## src/rtl/mul_sched_pkg.sv

```systemverilog
// ---------------------------------------------------------------------------
// mul_sched_pkg
// Shared types and helpers for the multiplier-sharing scheduler.
//   OPW      operand width of the shared multiplier
//   PW       product width delivered on the response channel
//   IDW_MAX  id field width in the stage structs (enough for up to 8 requesters)
//   s1_t     operand stage   {valid, id, a, b}
//   s2_t     product stage   {valid, id, prod}
//   next_ptr round-robin pointer advance, wraps at nreq
// ---------------------------------------------------------------------------
package mul_sched_pkg;

   localparam int OPW     = 16;
   localparam int PW      = 33;
   localparam int IDW_MAX = 3;

   typedef struct packed {
      logic               valid;
      logic [IDW_MAX-1:0] id;
      logic [OPW-1:0]     a;
      logic [OPW-1:0]     b;
   } s1_t;

   typedef struct packed {
      logic               valid;
      logic [IDW_MAX-1:0] id;
      logic [PW-1:0]      prod;
   } s2_t;

   // Pointer moves to the requester just after the one granted.
   function automatic logic [IDW_MAX-1:0] next_ptr(input logic [IDW_MAX-1:0] g,
                                                   input int                 nreq);
      if (int'(g) >= nreq - 1) return '0;
      return g + IDW_MAX'(1);
   endfunction

endpackage

```

## src/rtl/rr_arb.sv

```systemverilog
// ---------------------------------------------------------------------------
// rr_arb
// Combinational round-robin arbiter. The search starts at i_ptr and wraps
// modulo NREQ; the first asserted request wins.
//   i_req  [NREQ] request vector
//   i_ptr  [IDW]  requester with highest priority this cycle
//   i_en          grant enable (low while the downstream pipeline is stalled)
//   o_gnt  [NREQ] one-hot grant, all zero when disabled or nothing requested
//   o_idx  [IDW]  encoded winner (valid when o_any)
//   o_any         at least one request present, independent of i_en
// ---------------------------------------------------------------------------
module rr_arb #(
   parameter int NREQ = 4,
   parameter int IDW  = 2
) (
   input  logic [NREQ-1:0] i_req,
   input  logic [IDW-1:0]  i_ptr,
   input  logic            i_en,
   output logic [NREQ-1:0] o_gnt,
   output logic [IDW-1:0]  o_idx,
   output logic            o_any
);

   // One extra bit so ptr+k cannot overflow before the modulo fold.
   logic [IDW:0] w_cand;

   always_comb begin
      o_any  = 1'b0;
      o_idx  = '0;
      w_cand = '0;
      for (int k = 0; k < NREQ; k++) begin
         w_cand = {1'b0, i_ptr} + (IDW+1)'(k);
         if (w_cand >= (IDW+1)'(NREQ)) w_cand = w_cand - (IDW+1)'(NREQ);
         if (!o_any && i_req[w_cand[IDW-1:0]]) begin
            o_any = 1'b1;
            o_idx = w_cand[IDW-1:0];
         end
      end
   end

   assign o_gnt = (i_en && o_any) ? (NREQ'(1) << o_idx) : '0;

endmodule

```

## src/rtl/wallacemultiplier.sv

```systemverilog
// ---------------------------------------------------------------------------
// wallacemultiplier
// Combinational unsigned 16x16 multiplier with a 33-bit zero-extended result.
//   i_a    [16] operand A
//   i_b    [16] operand B
//   o_prod [33] {1'b0, i_a*i_b}; bit 32 is always zero
// ---------------------------------------------------------------------------
module wallacemultiplier (
   input  logic [15:0] i_a,
   input  logic [15:0] i_b,
   output logic [32:0] o_prod
);

   logic [31:0] w_p;

   assign w_p    = 32'(i_a) * 32'(i_b);
   assign o_prod = {1'b0, w_p};

endmodule

```

## src/rtl/mul_share_sched.sv

```systemverilog
// ---------------------------------------------------------------------------
// mul_share_sched
// Shares one combinational multiplier among NREQ requesters. One request is
// granted per cycle (round robin), operands are registered (S1), multiplied,
// and the product is registered (S2), which drives the tagged response.
//   clk, rst_n              clock, synchronous active-low reset
//   req_valid/req_ready     per-requester handshake, req_ready one-hot
//   req_a, req_b            packed operands, requester i in [16i+15:16i]
//   resp_valid/resp_ready   response handshake
//   resp_id, resp_data      requester index and 33-bit product
//   op_count                completed response handshakes, wraps
// Handshake rule for both channels: a transfer happens on a rising edge where
// valid and ready are both high; the producer holds its payload while
// valid & ~ready, and ready never rises for a requester that is not valid.
// ---------------------------------------------------------------------------
module mul_share_sched
   import mul_sched_pkg::*;
#(
   parameter int NREQ = 4,
   parameter int IDW  = 2
) (
   input  logic               clk,
   input  logic               rst_n,
   input  logic [NREQ-1:0]    req_valid,
   input  logic [NREQ*16-1:0] req_a,
   input  logic [NREQ*16-1:0] req_b,
   output logic [NREQ-1:0]    req_ready,
   output logic               resp_valid,
   output logic [IDW-1:0]     resp_id,
   output logic [32:0]        resp_data,
   input  logic               resp_ready,
   output logic [15:0]        op_count
);

   s1_t            r_s1;
   s2_t            r_s2;
   logic [IDW-1:0] r_ptr;
   logic [15:0]    r_op_count;

   logic            w_stall;
   logic            w_any;
   logic            w_accept;
   logic [NREQ-1:0] w_gnt;
   logic [IDW-1:0]  w_idx;
   logic [OPW-1:0]  w_a;
   logic [OPW-1:0]  w_b;
   logic [PW-1:0]   w_prod;
   logic            w_unused_id_bits;

   // The whole pipeline freezes only when a result is waiting for the consumer.
   assign w_stall  = r_s2.valid & ~resp_ready;
   assign w_accept = w_any & ~w_stall;

   rr_arb #(
      .NREQ (NREQ),
      .IDW  (IDW)
   ) u_arb (
      .i_req (req_valid),
      .i_ptr (r_ptr),
      .i_en  (~w_stall),
      .o_gnt (w_gnt),
      .o_idx (w_idx),
      .o_any (w_any)
   );

   // Operand mux driven by the encoded winner.
   assign w_a = req_a[OPW*w_idx +: OPW];
   assign w_b = req_b[OPW*w_idx +: OPW];

   wallacemultiplier u_mul (
      .i_a    (r_s1.a),
      .i_b    (r_s1.b),
      .o_prod (w_prod)
   );

   always_ff @(posedge clk) begin
      if (!rst_n) begin
         r_s1       <= '0;
         r_s2       <= '0;
         r_ptr      <= '0;
         r_op_count <= '0;
      end else begin
         // S1 and S2 advance together, so S1 may reload even when occupied.
         if (!w_stall) begin
            r_s1 <= '{valid: w_accept, id: IDW_MAX'(w_idx), a: w_a, b: w_b};
            r_s2 <= '{valid: r_s1.valid, id: r_s1.id, prod: w_prod};
         end
         if (w_accept) r_ptr <= IDW'(next_ptr(IDW_MAX'(w_idx), NREQ));
         if (r_s2.valid && resp_ready) r_op_count <= r_op_count + 16'd1;
      end
   end

   // Id bits above IDW are always zero when NREQ < 8.
   assign w_unused_id_bits = ^r_s2.id;

   assign req_ready  = w_gnt;
   assign resp_valid = r_s2.valid;
   assign resp_id    = r_s2.id[IDW-1:0];
   assign resp_data  = r_s2.prod;
   assign op_count   = r_op_count;

endmodule

```

## config.mk

```make
export PLATFORM = sky130hd
export DESIGN_NAME = mul_share_sched
export DESIGN_NICKNAME = d
export VERILOG_FILES = /design/src/rtl/mul_sched_pkg.sv /design/src/rtl/rr_arb.sv /design/src/rtl/wallacemultiplier.sv /design/src/rtl/mul_share_sched.sv
export SDC_FILE = /design/constraint.sdc
export NUM_CORES = 1
export LEC_CHECK = 0
export ABC_CLOCK_PERIOD_IN_PS = 9700
export BUFFER_PORTS_ARGS = -buffer_cell sky130_fd_sc_hd__buf_2
export CAP_MARGIN = 5
export CORE_MARGIN = 2
export CORE_UTILIZATION = 25
export CTS_CLUSTER_SIZE = 30
export DETAILED_ROUTE_END_ITERATION = 12
export PLACE_DENSITY = 0.44
export SLEW_MARGIN = 0
export SYNTH_ARGS = -nofsm -noshare
export SYNTH_HDL_FRONTEND = slang
export SYNTH_SLANG_ARGS = --single-unit
```

## constraint.sdc

```tcl
create_clock -name clk -period 9.7 [get_ports clk]
set_input_delay 0.97 -clock clk [delete_from_list [all_inputs] [get_ports clk]]
set_output_delay 0.97 -clock clk [all_outputs]
set_load 0.05 [all_outputs]
```

# Word-level counts from Yosys, hierarchy flattened
# Index checks and enable logic that the tools add are counted.
[word_totals]
reg_bits = 88
in_bits = 135
output_inout_bits = 56
wordCells = 69
[op_classes]
n_addsub = 9
n_mul = 1
n_lt_le_gt_ge = 9
shift = 3
muxes = 26
n_bitwise = 4
reduce_logical = 8
[ops]
columns = ["op", "count"]
rows = [
  ["64-bit by 7-bit indexed part select with 16-bit output", 2],
  ["16-bit by 16-bit multiplier with 32-bit output", 1],
  ["2-bit 2-to-1 mux", 10],
  ["16-bit by 1-bit adder with 16-bit output (second input constant)", 1],
  ["2-bit by 3-bit less-than comparator with 1-bit output (second input constant)", 4],
  ["1-bit 2-to-1 mux", 11],
  ["3-bit >= comparator (second input constant)", 3],
  ["1-bit binary-select mux with 2-bit select", 4],
  ["2-bit by 1-bit subtractor with 2-bit output (second input constant)", 4],
  ["2-bit by 2-bit adder with 3-bit output (second input constant)", 2],
  ["1-bit logical AND", 5],
  ["4-bit 2-to-1 mux", 1],
  ["1-bit by 2-bit left shift with 4-bit output (first input constant)", 1],
  ["2-bit by 1-bit adder with 3-bit output (second input constant)", 1],
  ["2-bit by 3-bit >= comparator with 1-bit output (second input constant)", 1],
  ["1-bit zero test", 3],
  ["2-bit by 1-bit adder with 2-bit output (second input constant)", 1],
  ["1-bit AND", 2],
  ["2-bit >= comparator (second input constant)", 1],
  ["1-bit inverter", 2],
]

# Depth between registers and ports, before layout
[logic_depth]
ltp_word = 19
ltp_mapped = 22
depth_no_buf = 20

# By module
# Synthesis repeated with hierarchy kept, for this count alone.
[unflattened]
cells_unflattened = 1463
area_unflattened_um2 = 12757.2
[modules_own_cells]
columns = ["mod", "instances", "cells_per_inst", "area_each_um2", "seq_area_each_um2"]
rows = [
  ["wallacemultiplier", 1, 1000, 8608.3, 0.0],
  ["mul_share_sched", 1, 441, 4007.6, 1781.7],
  ["rr_arb", 1, 22, 141.4, 0.0],
]

# Least setup slack after synthesis
# No wires, ideal clock.
[synth_timing]
kind = "register -> register"
startpoint = "reg r_s1[7] (netlist bit)"
endpoint = "reg r_s2 (netlist bit resp_data[24])"
setup_ns = 0.117
arrival_time_ns = 5.527
t_required_ns = 9.583
setup_slack_ns = 4.055
stages_incl_launch_ff = 22
n_path_buf = 2
synth_period_minus_slack_ns = 5.645
path_cell_list = "dfxtp_1 clkbuf_1 nand2_1 fa_1 inv_1 fa_1 inv_1 fa_1 inv_1 fa_1 fa_1 inv_1 fa_1 inv_1 ha_1 buf_2 a21oi_2 o21ai_1 a21o_1 and3_1 or4_1 a32o_1"
[synth_via]
elab_chain_cells = 1
[synth_rtl]
columns = ["element", "line", "rtl"]
rows = [
  ["start, declared", "mul_share_sched.sv:35", "s1_t r_s1;"],
  ["start signal, assigned", "mul_share_sched.sv:85", "r_s1 <= '{valid: w_accept, id: IDW_MAX'(w_idx), a: w_a, b: w_b};"],
  ["16-bit by 16-bit multiplier with 32-bit output", "wallacemultiplier.sv:16", "assign w_p = 32'(i_a) * 32'(i_b);"],
  ["end signal, assigned", "mul_share_sched.sv:86", "r_s2 <= '{valid: r_s1.valid, id: r_s1.id, prod: w_prod};"],
  ["end, declared", "mul_share_sched.sv:36", "s2_t r_s2;"],
]
# Every way passes these cells.
# A chain may end at the register's enable or synchronous reset.

# Worst setup path in the final report
[layout_timing]
startpoint = "reg r_s1[23] (netlist bit)"
endpoint = "reg r_s2 (netlist bit resp_data[31])"
# The elaborated chain is that of the path after synthesis.

==> flow_summary.yaml <==
global_routing:
  grt_start_max_net_pins: 42
  grt_pass1_wl_um: 62900
  antenna_found_initial: 0
  gr-total-overflow: 0
  grt_pass1_vias: 11039
  grt_use_total_pct: 15.2
logic_synthesis:
  synth_edf_count: 0
  yosysWarningCount: 0
  syn_nets: 1905
  synth_top_family_by_area: "adder cells"
  synthCells: 1467
  synth.top_cell.area_share_pct: 30.3
  ys.flop_type: "dfxtp_1"
  synthMuxAreaShare_pct: 5.08
  synth-simple-area-share_pct: 17.7
  ys_seq_elements: 88
  synth_area_leaders: "fa_1, dfxtp_1, ha_1"
  syn_area_per_cell_um2: 8.73
  yosys.area_share.xor_xnor_pct: 1.71
  yosys.area_share.adder_pct: 41.0
  ys_async_sr_fraction_pct: 0
  synthDistinctLibCells: 67
  seq_area_frac_synth_pct: 13.8
  synth_compound_area_share_pct: 11.4
  post-synth-top-area-cell: "fa_1"
  syn_area_mm2: 0.0128
power_and_ir_drop:
  clockPowerShare_pct: 12.3
  swShare_pct: 53.7
  ir_drop_v: 0.000106
  power_density_mw_per_mm2: 217
  power_frac_seq_pct: 19.5
  switching_power_w: 0.00172
  pwr-share-comb_pct: 68.2
  p_leak_nw: 7.55
  p_int_w: 0.00148
timing:
  setup_viol_count_final: 0
  slew_viol_final: 0
  fin_setup_tns_ps: 0
  slew_headroom_pct: 39.2
  period_needed_ps: 6480
  fin_skew_ps: 6.65
  timing.final.crit_share_pct: 66.8
  fin_ws_ps: 3220
  worst_pin_slew_ps: 911
  rsz0062_at_grt: "false"
  timing.fmax_mhz: 154
  report.final.hold_viol_count: 0
clocking:
  clkTransAtPathRegs_ps: 70
  cts_setup_buffers: 0
  cts_resized: 0
  cts_tree: "done"
  cts_buffer_depth: 2
  cts_htree_levels: 3
  holdBufCountCts: 0
  cts-root-buf: "clkbuf_16"
  clock_sinks: 88
  insertion_delay_ps: 380
  cts_inserted_buffers: 9
drt:
  drc: 0
  drtIter0Drc: 433
  routedWlPerCell_um: 16.9
  vias: 10310
  ant_nets: 0
  totalWireLength_um: 38600
  routed_via_density: 4.52
  dr.pass1.iters: 5
critical_path:
  crit_buf_inv: 5
  cp_top_family: "adder cells"
  path_cells: "nand2_1 > fa_1 > inv_1 > fa_1 > inv_1 > fa_1 > inv_1 > fa_1 > fa_1 > inv_1 > fa_1 > inv_1 > ha_1 > a21oi_1 > o221ai_1 > a41oi_1 > o22ai_1 > a311o_1 > nand3_1"
  cpMostUsedCell: "fa_1"
  worst-setup-path-type: "flip-flop to flip-flop"
  cp_data_arrival_time_ps: 6790
  crit_path_end_kind: "flip-flop"
  crit_required_ps: 10020
  cp_slowest_cell: "dfxtp_1"
  worstSetupStartpointType: "flip-flop"
  critPathMaxFanout: 17
  cpPeakStageDelay_ps: 920
cells_and_area:
  syn2layout_area_growth_pct: 14.8
  fillers: 5370
  final_cell_mix: "inv_1, fa_1, nand2_1, buf_2, and2_1"
  diodes: 0
  layout_commonest_cell: "inv_1"
  fin_cells: 2282
  nets: 2043
  drive_gt1_share_pct: 14.5
worst_hold_path:
  min_path_type: "flip-flop to flip-flop"
run:
  cap_violations: 0
place:
  io_buffers: 189
  gp_congestion: 0.796
  dp_hpwl_um: 30300
  pre_cts_ws_ps: 3170
  dp_cells: 2266
die:
  core-area_mm2: 0.0504
  die-area_mm2: 0.0530
  start_util_pct: 25.4
  die_y_um: 230
  die_w_um: 230
  pin_count: 191
  num_rows: 82
run_status:
  status: "completed"
cells in the mapped netlist (11+ instances only):
cell / count
nor3_1: 12
ha_1: 109
clkbuf_1: 55
nor2_1: 41
xor2_1: 12
xnor2_1: 13
o22ai_1: 35
a21oi_1: 57
a21o_1: 46
mux2i_1: 65
inv_1: 235
fa_1: 194
dfxtp_1: 88
nand3_1: 29
nand2_1: 189
and2_1: 136
nand4_1: 11
o21ai_0: 27
worst min-delay path: cells and delay by family (launching register included):
kind	cells	cell delay [ps]
DFF	1	310
and+or+nand+nor	1	50
AOI/OAI and AO/OA	1	50
power groups by stage:
stage | clock, W | combinational, W | sequential [W]
after floorplan | 0 | 0.00153 | 0.000621
after global placement | 0 | 0.00219 | 0.000630
after detailed placement | 0 | 0.00216 | 0.000630
after CTS | 0.000412 | 0.00221 | 0.000624
after global routing | 0.000420 | 0.00246 | 0.000640
final | 0.000392 | 0.00218 | 0.000623
stage by stage:
stage / area [um2] / hold WS [ps] / total power (W) / utilization (%)
floorplan: 12800 / 432 / 0.00215 / -
global placement: 14400 / 440 / 0.00282 / 28.6
detailed placement: 14400 / 443 / 0.00279 / 28.6
CTS: 14700 / 453 / 0.00324 / 29.2
global route: 14700 / 476 / 0.00352 / 29.2
finish: 14700 / 450 / 0.00320 / 29.2
final timing paths:
check | startpoint | endpoint | slack [ps] | depth (start not counted)
worst max-delay path | r_s1[23] | resp_data[31] | 3220 | 19
worst min-delay path | resp_data[3] | resp_data[3] | 450 | 2
worst max register to register | r_s1[23] | resp_data[31] | 3220 | 19
worst min register to register | resp_data[3] | resp_data[3] | 450 | 2
logic make-up after synthesis:
logic type	Yosys count
AND/OR/NAND/NOR	459
buffers and inverters	308
adder cells (fa/ha/maj)	303
AO/OA/AOI/OAI	218
flip-flops	88
multiplexers	65
XOR/XNOR	25
other	1
registers in the layout, indices dropped and copies added, names as in the netlist:
name	flops
r_ptr	2
resp_id	2
resp_valid	1
op_count	16
resp_data	32
r_s1	35
per-layer routing:
layer  vias up  share of wire (%)  GRT usage, %
met5         -                  0             0
met4         0               0.82          2.40
met3        16                4.9          2.68
met2       235                 46          24.9
met1      5072                 48          21.1
li1       4987                  -             -
layout make-up:
| type | count | area (um2) | share of cell area, % |
|---|---|---|---|
| inverters | 236 | 886 | 6.03 |
| flip-flops and latches | 88 | 1760 | 12.0 |
| clock inverters | 6 | 73.8 | 0.502 |
| repair buffers | 199 | 1020 | 6.95 |
| clock buffers | 10 | 239 | 1.63 |
| well taps | 672 | 841 | 5.72 |
| multi-input cells | 1071 | 9870 | 67.2 |
No activity file was read; power rests on OpenSTA's default activity.
